--- src/rtl/instr_fetch.sv ---
// ---------------------------------------------------------------------------------------------
// instr_fetch: instruction fetch stage of the Q16 core.
//
// Reads one 25-bit instruction word from program ROM for each program address strobed in by the
// PC unit. Splits the word into opcode/register/data fields and holds them for the execution
// controller until it signals done. Supports debug halt and single-step through the controller's
// break line, and counts issued instructions.
//
// Ports:
//   clk_i        system clock, all state on the rising edge
//   rst_ni       asynchronous active-low reset
//   pc_valid_i   one-cycle strobe, new program address on pc_i
//   pc_i         program address
//   rom_addr_o   registered ROM address
//   rom_rd_o     one-cycle ROM read strobe
//   rom_data_i   instruction word, valid ROM_LAT edges after the edge that raised rom_rd_o
//   exe_o        opcode field    (word[24:20])
//   ereg1_o      register field  (word[19:18])
//   ereg2_o      register field  (word[17:16])
//   edata_o      data field      (word[15:0])
//   work_o       fields valid, held until done_i
//   done_i       current instruction consumed
//   brk_o        break to controller, high while halted
//   dbg_halt_i   level request to halt at the next instruction boundary
//   step_i       one-cycle strobe, issue one pending instruction while halted
//   icount_o     issued-instruction counter (wraps)
// ---------------------------------------------------------------------------------------------
module instr_fetch #(
    parameter int unsigned ROM_LAT = 1  // legal 1..3
) (
    input  logic        clk_i,
    input  logic        rst_ni,
    input  logic        pc_valid_i,
    input  logic [14:0] pc_i,
    output logic [14:0] rom_addr_o,
    output logic        rom_rd_o,
    input  logic [24:0] rom_data_i,
    output logic [4:0]  exe_o,
    output logic [1:0]  ereg1_o,
    output logic [1:0]  ereg2_o,
    output logic [15:0] edata_o,
    output logic        work_o,
    input  logic        done_i,
    output logic        brk_o,
    input  logic        dbg_halt_i,
    input  logic        step_i,
    output logic [15:0] icount_o
);

    typedef enum logic [1:0] {
        StIdle,
        StFetch,
        StIssue,
        StHalt
    } state_e;

    localparam logic [1:0] CntLoad = 2'(ROM_LAT - 1);

    state_e      state_q;
    logic [1:0]  cnt_q;
    logic [14:0] rom_addr_q;
    logic        rom_rd_q;
    logic [4:0]  exe_q;
    logic [1:0]  ereg1_q;
    logic [1:0]  ereg2_q;
    logic [15:0] edata_q;
    logic        work_q;
    logic        brk_q;
    logic [15:0] icount_q;
    logic        pend_q;
    logic [14:0] pend_addr_q;

    // While halted, an address strobed in this very cycle counts as pending and supersedes
    // any older pending address.
    logic        halt_pend;
    logic [14:0] halt_pc;

    assign halt_pend = pc_valid_i | pend_q;
    assign halt_pc   = pc_valid_i ? pc_i : pend_addr_q;

    always_ff @(posedge clk_i or negedge rst_ni) begin
        if (!rst_ni) begin
            state_q     <= StIdle;
            cnt_q       <= 2'd0;
            rom_addr_q  <= 15'd0;
            rom_rd_q    <= 1'b0;
            exe_q       <= 5'd0;
            ereg1_q     <= 2'd0;
            ereg2_q     <= 2'd0;
            edata_q     <= 16'd0;
            work_q      <= 1'b0;
            brk_q       <= 1'b0;
            icount_q    <= 16'd0;
            pend_q      <= 1'b0;
            pend_addr_q <= 15'd0;
        end else begin
            rom_rd_q <= 1'b0;
            unique case (state_q)
                StIdle: begin
                    if (pc_valid_i) begin
                        rom_addr_q <= pc_i;
                        rom_rd_q   <= 1'b1;
                        cnt_q      <= CntLoad;
                        state_q    <= StFetch;
                    end
                end
                StFetch: begin
                    if (pc_valid_i) begin
                        // Flush: abandon the outstanding read and restart on the new address.
                        rom_addr_q <= pc_i;
                        rom_rd_q   <= 1'b1;
                        cnt_q      <= CntLoad;
                    end else if (!rom_rd_q) begin
                        // The cycle with rom_rd high is the ROM address cycle; latency
                        // counting starts after it.
                        if (cnt_q == 2'd0) begin
                            exe_q    <= rom_data_i[24:20];
                            ereg1_q  <= rom_data_i[19:18];
                            ereg2_q  <= rom_data_i[17:16];
                            edata_q  <= rom_data_i[15:0];
                            work_q   <= 1'b1;
                            icount_q <= icount_q + 16'd1;
                            state_q  <= StIssue;
                        end else begin
                            cnt_q <= cnt_q - 2'd1;
                        end
                    end
                end
                StIssue: begin
                    if (done_i) begin
                        work_q <= 1'b0;
                        if (dbg_halt_i) begin
                            brk_q   <= 1'b1;
                            state_q <= StHalt;
                        end else if (pc_valid_i) begin
                            rom_addr_q <= pc_i;
                            rom_rd_q   <= 1'b1;
                            cnt_q      <= CntLoad;
                            state_q    <= StFetch;
                        end else begin
                            state_q <= StIdle;
                        end
                    end
                end
                StHalt: begin
                    if (!dbg_halt_i || (step_i && halt_pend)) begin
                        brk_q  <= 1'b0;
                        pend_q <= 1'b0;
                        if (halt_pend) begin
                            rom_addr_q <= halt_pc;
                            rom_rd_q   <= 1'b1;
                            cnt_q      <= CntLoad;
                            state_q    <= StFetch;
                        end else begin
                            state_q <= StIdle;
                        end
                    end else if (pc_valid_i) begin
                        pend_q      <= 1'b1;
                        pend_addr_q <= pc_i;
                    end
                end
                default: state_q <= StIdle;
            endcase
        end
    end

    assign rom_addr_o = rom_addr_q;
    assign rom_rd_o   = rom_rd_q;
    assign exe_o      = exe_q;
    assign ereg1_o    = ereg1_q;
    assign ereg2_o    = ereg2_q;
    assign edata_o    = edata_q;
    assign work_o     = work_q;
    assign brk_o      = brk_q;
    assign icount_o   = icount_q;

endmodule

--- config.mk ---
export PLATFORM = sky130hd
export DESIGN_NAME = instr_fetch
export DESIGN_NICKNAME = d
export VERILOG_FILES = /design/src/rtl/instr_fetch.sv
export SDC_FILE = /design/constraint.sdc
export NUM_CORES = 1
export LEC_CHECK = 0
export ABC_AREA = 1
export CAP_MARGIN = 20
export CORE_UTILIZATION = 49
export CTS_BUF_LIST = sky130_fd_sc_hd__clkbuf_8 sky130_fd_sc_hd__clkbuf_16
export DETAILED_ROUTE_END_ITERATION = 16
export PLACE_DENSITY_LB_ADDON = 0.12
export SKIP_LAST_GASP = 1
export SYNTH_ARGS = -nofsm -noshare
export SYNTH_HDL_FRONTEND = slang
export SYNTH_SLANG_ARGS = --single-unit
--- constraint.sdc ---
create_clock -name clk_i -period 1.8 [get_ports clk_i]
set_clock_uncertainty 0.1 [all_clocks]
set_input_delay 0.36 -clock clk_i [delete_from_list [all_inputs] [get_ports clk_i]]
set_output_delay 0.36 -clock clk_i [all_outputs]
set_load 0.02 [all_outputs]
## After elaboration in Yosys (flattened, before gate mapping)

Index checks and enable logic that the tools add are counted.

- Add/subtract/negate cells: 2
- Equal/unequal tests: 14
- Muxes and demuxes: 43
- Bitwise gates (word level): 4
- Reductions and logical operators: 17

Operators with widths:

| operator | number |
|---|---|
| 15-bit two-way mux | 6 |
| 15-bit one-hot mux with 3 select lines | 1 |
| 2-bit two-way mux | 15 |
| 2-bit != test, second input constant | 9 |
| 16-bit by 1-bit adder with 16-bit output, second input constant | 1 |
| 1-bit two-way mux | 16 |
| 2-bit one-hot mux with 4 select lines | 2 |
| 4-bit AND reduction | 3 |
| 6-bit AND reduction | 2 |
| 3-bit != test, second input constant | 2 |
| 2-bit nonzero test | 3 |
| 5-bit AND reduction | 1 |
| 2-bit == test, second input constant | 2 |
| 2-bit logical NOT | 2 |
| 1-bit one-hot mux with 2 select lines | 2 |
| 2-bit AND reduction | 2 |
| 1-bit inverter | 3 |
| 1-bit one-hot mux with 3 select lines | 1 |
| 2-bit by 1-bit == test with 1-bit output, second input constant | 1 |
| 2-bit OR reduction | 1 |
| 2-bit by 1-bit subtractor with 2-bit output, second input constant | 1 |
| 1-bit logical AND | 1 |
| 1-bit logical NOT | 1 |
| 1-bit logical OR | 1 |
| 1-bit OR | 1 |

- Register bits after elaboration: 79
- Input bits: 46
- Output and inout bits: 59
- Word-level logic and storage cells: 93

## Depth between registers and ports, before layout

Gate-level depths: netlist (run 1).

- Word-level depth: 5
- Gate-level depth with buffers: 10
- Depth with buffers taken out: 9

## Worst setup path before layout (run 1)

No wires, ideal clock.

- Path kind: flip-flop to flip-flop
- From: register icount_q[1] (netlist: icount_o[1])
- To: register icount_q[14] (netlist: icount_o[14])
- Arrival: 1.271 ns
- Data required time: 1.583 ns
- Setup slack: 0.312 ns
- Stages on the path, launching flop included: 9
- Buffers on the path: 0
- Period minus slack after synthesis: 1.488 ns
- Cell sequence: dfrtp_1 > ha_1 > nand3_1 > nor2_1 > nand3_1 > nand2_1 > nand2_1 > nand2_1 > nand2_1

- Cells in the longest elaborated chain, start to end: 1

Ends and longest elaborated chain:

| what | line | source |
|---|---|---|
| start: declaration | 69 | `logic [15:0] icount_q;` |
| start signal: assignment | 122 | `icount_q <= icount_q + 16'd1;` |
| 16-bit by 1-bit adder with 16-bit output | 122 |  |

No other way between the ends.
A chain may end at the register's enable or synchronous reset.

## Worst setup path in the final report (run 1)

- From: register rom_addr_q[10] (netlist: rom_addr_o[10])
- To: output rom_addr_o[10]

RTL lines:

| what | line | source |
|---|---|---|
| start: declaration | 61 | `logic [14:0] rom_addr_q;` |
| start signal: assignment | 101 | `rom_addr_q <= pc_i;` |
| start signal: assignment | 110 | `rom_addr_q <= pc_i;` |
| start signal: assignment | 136 | `rom_addr_q <= pc_i;` |
| end: declaration | 35 | `output logic [14:0] rom_addr_o,` |

No word-level cell between the ends.

==> insert_results.sql, run 1 <==
INSERT INTO impl_metrics (metric_group, metric, value, unit) VALUES
('run_status', 'outcome', 'completed', ''),
('layout', 'layout_overhead_on_the_synthesized_area', '37.8', '%'),
('die', 'placementRows', '32', ''),
('yosys', 'syn_nets', '564', ''),
('die', 'dieArea', '8400', 'µm²'),
('cts', 'clkSinkCount', '79', ''),
('global_route', 'grt_usage', '23.4', '%'),
('cts', 'cts_made_buffers', '9', ''),
('layout', 'layout.cells.most_common_list', 'sky130_fd_sc_hd__nand2_1, sky130_fd_sc_hd__dfrtp_1, sky130_fd_sc_hd__inv_1', ''),
('sta', 'slew_violations', '0', ''),
('cts', 'root_buffer', 'sky130_fd_sc_hd__clkbuf_8', ''),
('sta', 'hold_viol_final', '0', ''),
('die', 'die_height', '91.6', 'µm'),
('die', 'ios', '105', ''),
('global_route', 'grt_start_max_net_pins', '50', ''),
('layout', 'post_layout_nonfiller_instances', '737', ''),
('sta', 'worst-slew-pin-transition', '0.417', 'ns'),
('cts', 'cts.path.max_buffers', '2', ''),
('hold_path', 'worst_min_delay_path_category', 'flip-flop to flip-flop', ''),
('sta', 'relSlewSlack', '72.2', '%'),
('global_route', 'wire_length_of_the_first_global_routing_pass', '15600', 'µm'),
('layout', 'layout_cell_share_with_drive_strength_beyond_1', '8.98', '%'),
('placement', 'gp_congestion', '0.865', ''),
('route', 'detail_route.wirelength', '9300', 'µm'),
('global_route', 'via_count_of_the_first_global_routing_pass', '3408', ''),
('yosys', 'synthDistinctLibCells', '28', ''),
('worst_setup_path', 'largest_stage_delay_worst_path', '0.60', 'ns'),
('layout', 'seq_area', '1980', 'µm²'),
('yosys', 'synth_instances', '516', ''),
('route', 'avgRoutedWirePerCell', '12.6', 'µm'),
('route', 'detail_route.wirelength.met1', '4320', 'µm'),
('worst_setup_path', 'timing.critical_path.buf_inv', '1', ''),
('cts', 'clk-insertion-delay-late', '0.34', 'ns'),
('global_route', 'grt_antenna_before_repair', '0', ''),
('route', 'drt-vias-per-instance', '4.77', ''),
('power_and_ir_drop', 'power_density', '1470', 'nW/µm²'),
('worst_setup_path', 'end_kind', 'output port', ''),
('layout', 'multi_input_comb_area', '1620', 'µm²'),
('worst_setup_path', 'cell_depth_of_the_worst_setup_path', '1', ''),
('layout', 'fillers', '668', ''),
('placement', 'placed_cells_incl_taps', '721', ''),
('worst_setup_path', 'critical_path.max_fanout', '2', ''),
('yosys', 'ys_ff_latch', '79', ''),
('placement', 'detailedPlacementHpwl', '6380', 'µm'),
('route', 'highest_signal_layer', 'met4', ''),
('cts', 'cts_tree', 'done', ''),
('sta', 'final_min_period_over_clock_period', '97.8', '%'),
('worst_setup_path', 'cp_slowest_cell', 'sky130_fd_sc_hd__clkdlybuf4s50_1', ''),
('layout', 'diodes', '0', ''),
('die', 'die_width', '91.6', 'µm'),
('worst_setup_path', 'crit_path_start_kind', 'flip-flop', ''),
('route', 'number_of_vias_after_detailed_routing', '3518', ''),
('worst_setup_path', 'path_class', 'flip-flop to output port', ''),
('placement', 'port_buffers', '104', ''),
('power_and_ir_drop', 'peakVddDrop', '0.000852', 'V'),
('die', 'core-area', '7770', 'µm²'),
('route', 'wl_met2', '4390', 'µm'),
('global_route', 'overflow', '0', ''),
('sta', 'grt_setup_unrepaired', 'no', ''),
('route', 'dr.first_iter.drc_count', '157', ''),
('route', 'ant_nets', '0', ''),
('layout', 'finish.net_count', '679', ''),
('cts', 'path_clk_slew', '0.08', 'ns'),
('run', 'timing.max_cap.violations', '0', ''),
('worst_setup_path', 'critical_path.top_delay_family', 'buffers and inverters', ''),
('power_and_ir_drop', 'leakagePower', '3.02', 'nW'),
('yosys', 'synth_area', '3940', 'µm²'),
('sta', 'setup_viol_count_final', '0', ''),
('route', 'drc', '0', ''),
('cts', 'clock_tree.htree_level_count', '3', ''),
('sta', 'achievable-frequency', '0.568', 'GHz'),
('worst_setup_path', 'crit_required', '1.34', 'ns'),
('worst_setup_path', 'reg2reg_depth', '10', ''),
('route', 'met3WireLength', '473', 'µm'),
('route', 'detailedRoute.firstPassIterationCount', '4', ''),
('yosys', 'ys_warn_count', '0', ''),
('worst_setup_path', 'critical_path_arrival', '1.30', 'ns'),
('sta', 'holdWs', '0.377', 'ns'),
('sta', 'finalWorstPathRequiredPeriod', '1.76', 'ns'),
('layout', 'final_common_cell', 'sky130_fd_sc_hd__nand2_1', ''),
('hold_path', 'hold_crit_depth', '2', ''),
('yosys', 'syn_avg_cell_area', '7.63', 'µm²'),
('die', 'floorplan.initialDensity', '50.7', '%'),
('yosys', 'ys_seq_area_share', '50.2', '%'),
('worst_setup_path', 'critical_path.cell_chain', 'clkdlybuf4s50_1', '');
## path summary, 6_finish.rpt
path	startpoint	end	slack, ns
worst max-delay path	rom_addr_o[10]	rom_addr_o[10]	0.04
worst min-delay path	exe_o[2]	exe_o[2]	0.38
worst max register to register	state_q[1]	cnt_q[0]	0.15
worst min register to register	exe_o[2]	exe_o[2]	0.38
max in group asynchronous	rst_ni	edata_o[7]	0.53
min in group asynchronous	rst_ni	pend_addr_q[9]	0.46
## stage by stage
stage          instance area [µm²]  setup WS, ns  total power (W)  TNS, ns  utilization (%)
3_3_place_gp                  5190        -0.112          0.00678    -4.72             66.9
3_5_place_dp                  5190        -0.153          0.00686    -6.26             66.9
2_1_floorplan                 3940         0.312          0.00517        0                -
4_1_cts                       5370       0.00320          0.00810        0             69.1
5_1_grt                       5430       0.00160          0.00854        0             69.9
6_report                      5430        0.0402          0.00797        0             69.9
## worst register-to-register path, cell delays in order, from the launching register on
cell	delay [ns]
sky130_fd_sc_hd__dfrtp_1	0.40
sky130_fd_sc_hd__buf_4	0.17
sky130_fd_sc_hd__nand2_4	0.11
sky130_fd_sc_hd__clkinv_4	0.17
sky130_fd_sc_hd__nand2_1	0.14
sky130_fd_sc_hd__inv_1	0.04
sky130_fd_sc_hd__nor2_1	0.10
sky130_fd_sc_hd__nand2_1	0.06
sky130_fd_sc_hd__nor2_1	0.16
sky130_fd_sc_hd__nand2_1	0.07
sky130_fd_sc_hd__nand2_1	0.06
## synthesized netlist by cell type, drive strengths merged
library cell / instances / area [µm²]
clkinv: 1 / 8.76
inv: 57 / 216
nand3: 17 / 97.6
o21ai: 52 / 305
a21oi: 2 / 10.0
buf: 15 / 104
ha: 2 / 25.0
clkbuf: 4 / 15.0
nand2: 242 / 933
xnor2: 6 / 52.6
xor2: 2 / 17.5
nand4: 5 / 31.3
nor2: 29 / 121
a22oi: 1 / 7.51
dfrtp: 79 / 1980
nand3b: 2 / 15.0
## area by class of cell
type                            count  area share [%]
Clock inverter                      4           0.853
Inverter                           58            4.15
Clock buffer                       11            2.79
Sequential cell                    79            36.4
Tap cell                          102            2.35
Timing Repair Buffer              123            23.6
Multi-Input combinational cell    360            29.8
## sequential cells by signal, indices dropped and copies added, names as in the netlist
name and cells:
rom_rd_o 1, cnt_q 2, icount_o 16, state_q 2, work_o 1, ereg1_o 2, rom_addr_o 15, pend_addr_q 15
pend_q 1, brk_o 1, edata_o 16, ereg2_o 2, exe_o 5
## cell families after synthesis
group | synth area share (%)
AOI/OAI and AO/OA | 8.20
buffers and inverters | 8.74
and+or+nand+nor | 30.4
adders and majority gates | 0.635
xor gates and xnor gates | 1.78
DFF | 50.2
## per-layer routing
metal | GRT usage, % | vias up
met5 | 0 | -
met4 | 8.99 | 0
met3 | 6.30 | 10
met2 | 36.8 | 72
met1 | 31.0 | 1633
li1 | - | 1803
## power by group
group          switching, W  total, W  internal (W)
logic               0.00216   0.00373       0.00157
registers          0.000411   0.00291       0.00250
clock network      0.000629   0.00133      0.000703
## what timing repair did
action	4_1_cts	5_1_grt
hold endpoints to repair	30	0
endpoints found under the setup margin	27	23
resized for setup	27	23
hold buffers	1	0
buffers inserted	0	0
Power figures use the tool's default switching activity.
==> inputs of run 2 (changes only) <==
- CELL_PAD_IN_SITES_DETAIL_PLACEMENT: default -> 1
- CELL_PAD_IN_SITES_GLOBAL_PLACEMENT: default -> 2
- CORE_MARGIN: default -> 2
- CORE_UTILIZATION: 49 -> 27
==> insert_results.sql, run 2 (synthesis gave the netlist of run 1 again) <==
INSERT INTO impl_metrics (metric_group, metric, value, unit) VALUES
('global_route', 'grt_usage', '15.6', '%'),
('power_and_ir_drop', 'leakagePower', '3.08', 'nW'),
('run', 'timing.max_cap.violations', '0', ''),
('worst_setup_path', 'cp_slowest_cell', 'sky130_fd_sc_hd__clkdlybuf4s50_1', ''),
('hold_path', 'worst_min_delay_path_category', 'flip-flop to flip-flop', ''),
('hold_path', 'whs_endpoint', 'edata_o[3]', ''),
('cts', 'cts_tree', 'done', ''),
('worst_setup_path', 'end_kind', 'output port', ''),
('route', 'detailedRoute.firstPassIterationCount', '4', ''),
('worst_setup_path', 'largest_stage_delay_worst_path', '0.62', 'ns'),
('sta', 'grt_setup_unrepaired', 'yes', ''),
('hold_path', 'hold_crit_depth', '2', ''),
('placement', 'detailedPlacementHpwl', '8390', 'µm'),
('global_route', 'grt_start_max_net_pins', '31', ''),
('route', 'avgRoutedWirePerCell', '13.8', 'µm'),
('sta', 'relSlewSlack', '73.8', '%'),
('cts', 'root_buffer', 'sky130_fd_sc_hd__clkbuf_16', ''),
('layout', 'layout_cell_share_with_drive_strength_beyond_1', '11.1', '%'),
('route', 'dr.first_iter.drc_count', '123', ''),
('layout', 'finish.net_count', '692', ''),
('cts', 'clk-insertion-delay-late', '0.34', 'ns'),
('cts', 'clock_tree.htree_level_count', '3', ''),
('placement', 'port_buffers', '104', ''),
('worst_setup_path', 'critical_path.cell_chain', 'clkdlybuf4s50_1', ''),
('sta', 'final_min_period_over_clock_period', '98.3', '%'),
('placement', 'gp_congestion', '0.749', ''),
('route', 'number_of_vias_after_detailed_routing', '3676', ''),
('cts', 'cts.path.max_buffers', '2', ''),
('layout', 'layout_overhead_on_the_synthesized_area', '45.6', '%'),
('cts', 'path_clk_slew', '0.07', 'ns'),
('worst_setup_path', 'crit_required', '1.34', 'ns'),
('layout', 'layout.cells.most_common_list', 'sky130_fd_sc_hd__nand2_1, sky130_fd_sc_hd__dfrtp_1, sky130_fd_sc_hd__inv_1', ''),
('worst_setup_path', 'crit_path_start_kind', 'flip-flop', ''),
('worst_setup_path', 'critical_path.top_delay_family', 'buffers and inverters', ''),
('sta', 'worst-slew-pin-transition', '0.392', 'ns'),
('cts', 'clkSinkCount', '79', ''),
('sta', 'finalWorstPathRequiredPeriod', '1.77', 'ns'),
('worst_setup_path', 'regToRegEndpoint', 'icount_o[13]', ''),
('die', 'floorplan.initialDensity', '27.4', '%'),
('cts', 'post-cts-setup-buffer-count', '0', ''),
('layout', 'diodes', '0', ''),
('die', 'core-area', '14400', 'µm²'),
('worst_setup_path', 'worst-r2r-setup-slack', '0.14', 'ns'),
('sta', 'achievable-frequency', '0.565', 'GHz'),
('die', 'die_height', '125', 'µm'),
('power_and_ir_drop', 'power_density', '1530', 'nW/µm²'),
('sta', 'hold_viol_final', '0', ''),
('global_route', 'via_count_of_the_first_global_routing_pass', '3883', ''),
('layout', 'post_layout_nonfiller_instances', '833', ''),
('global_route', 'grt_antenna_before_repair', '0', ''),
('cts', 'cts_made_buffers', '9', ''),
('worst_setup_path', 'rr_startpoint', 'cnt_q[0]', ''),
('power_and_ir_drop', 'peakVddDrop', '0.000579', 'V'),
('hold_path', 'hold_start', 'edata_o[3]', ''),
('sta', 'slew_violations', '0', ''),
('sta', 'setup_viol_count_final', '0', ''),
('global_route', 'wire_length_of_the_first_global_routing_pass', '19500', 'µm'),
('route', 'drt-vias-per-instance', '4.41', ''),
('route', 'ant_nets', '0', ''),
('sta', 'totalNegativeSetupSlack', '0', 'ns'),
('placement', 'placed_cells_incl_taps', '816', ''),
('die', 'placementRows', '44', ''),
('worst_setup_path', 'timing.critical_path.buf_inv', '1', ''),
('worst_setup_path', 'critical_path_arrival', '1.31', 'ns'),
('route', 'detail_route.wirelength', '11500', 'µm'),
('worst_setup_path', 'path_class', 'flip-flop to output port', ''),
('layout', 'final_common_cell', 'sky130_fd_sc_hd__nand2_1', ''),
('worst_setup_path', 'reg2reg_depth', '10', ''),
('die', 'ios', '105', ''),
('die', 'dieArea', '15600', 'µm²'),
('global_route', 'overflow', '0', ''),
('route', 'drc', '0', ''),
('worst_setup_path', 'critical_path.max_fanout', '2', ''),
('die', 'die_width', '125', 'µm'),
('run_status', 'outcome', 'completed', '');
run 2: how the worst max path moves through the flow:
stage | to | cells past startpoint | from
floorplan | icount_o[14] | 8 | icount_o[1]
global placement | icount_o[0] | 7 | pc_valid_i
detailed placement | rom_addr_o[11] | 10 | pc_valid_i
CTS | rom_addr_o[14] | 1 | rom_addr_o[14]
global route | icount_o[13] | 10 | cnt_q[0]
finish | ereg1_o[1] | 1 | ereg1_o[1]
run 2: metal layers:
| layer | track usage (%) | up-vias | share of wire [%] |
|---|---|---|---|
| met2 | 25.4 | 71 | 46 |
| met5 | 0 | - | 0 |
| met1 | 20.2 | 1757 | 47 |
| met4 | 5.62 | 0 | 1.7 |
| met3 | 3.82 | 16 | 5.3 |
| li1 | - | 1832 | - |
run 2: through the flow:
| step | setup slack, ns | total power (W) | area (µm²) | util (%) | hold slack (ns) |
|---|---|---|---|---|---|
| after floorplan | 0.312 | 0.00517 | 3940 | - | -0.0356 |
| after global placement | -0.167 | 0.00697 | 5400 | 37.5 | 0.211 |
| after detailed placement | -0.208 | 0.00706 | 5400 | 37.5 | 0.215 |
| after CTS | 0.00211 | 0.00898 | 5680 | 39.6 | 0.378 |
| after global routing | -0.00304 | 0.00945 | 5730 | 39.9 | 0.401 |
| final | 0.0301 | 0.00876 | 5730 | 39.9 | 0.373 |
run 2: area by class of cell:
| cell class | count | area, µm² |
|---|---|---|
| Clock inverter | 7 | 95.1 |
| Multi-Input combinational cell | 360 | 1620 |
| Fill cell | 1753 | 8640 |
| Timing Repair Buffer | 136 | 1360 |
| Tap cell | 184 | 230 |
| Sequential cell | 79 | 1980 |
| Clock buffer | 9 | 225 |
| Inverter | 58 | 228 |
run 2: timing repair:
| action | CTS | global route |
|---|---|---|
| hold buffers | 1 | 0 |
| setup endpoints to repair | 33 | 20 |
| hold endpoints to repair | 20 | 0 |
| resized for setup | 33 | 20 |
run 2: tightest hold or removal path: cells and delay by family, from the launching register on:
family        cells  cell delay [ns]
flops             1             0.34
simple gates      2             0.10
run 2: power by group:
group          internal (W)  total, W  leakage (nW)  switching (W)
sequential          0.00250   0.00293         0.990       0.000426
combinational       0.00158   0.00382          1.93        0.00224
clock               0.00122   0.00201         0.156       0.000794
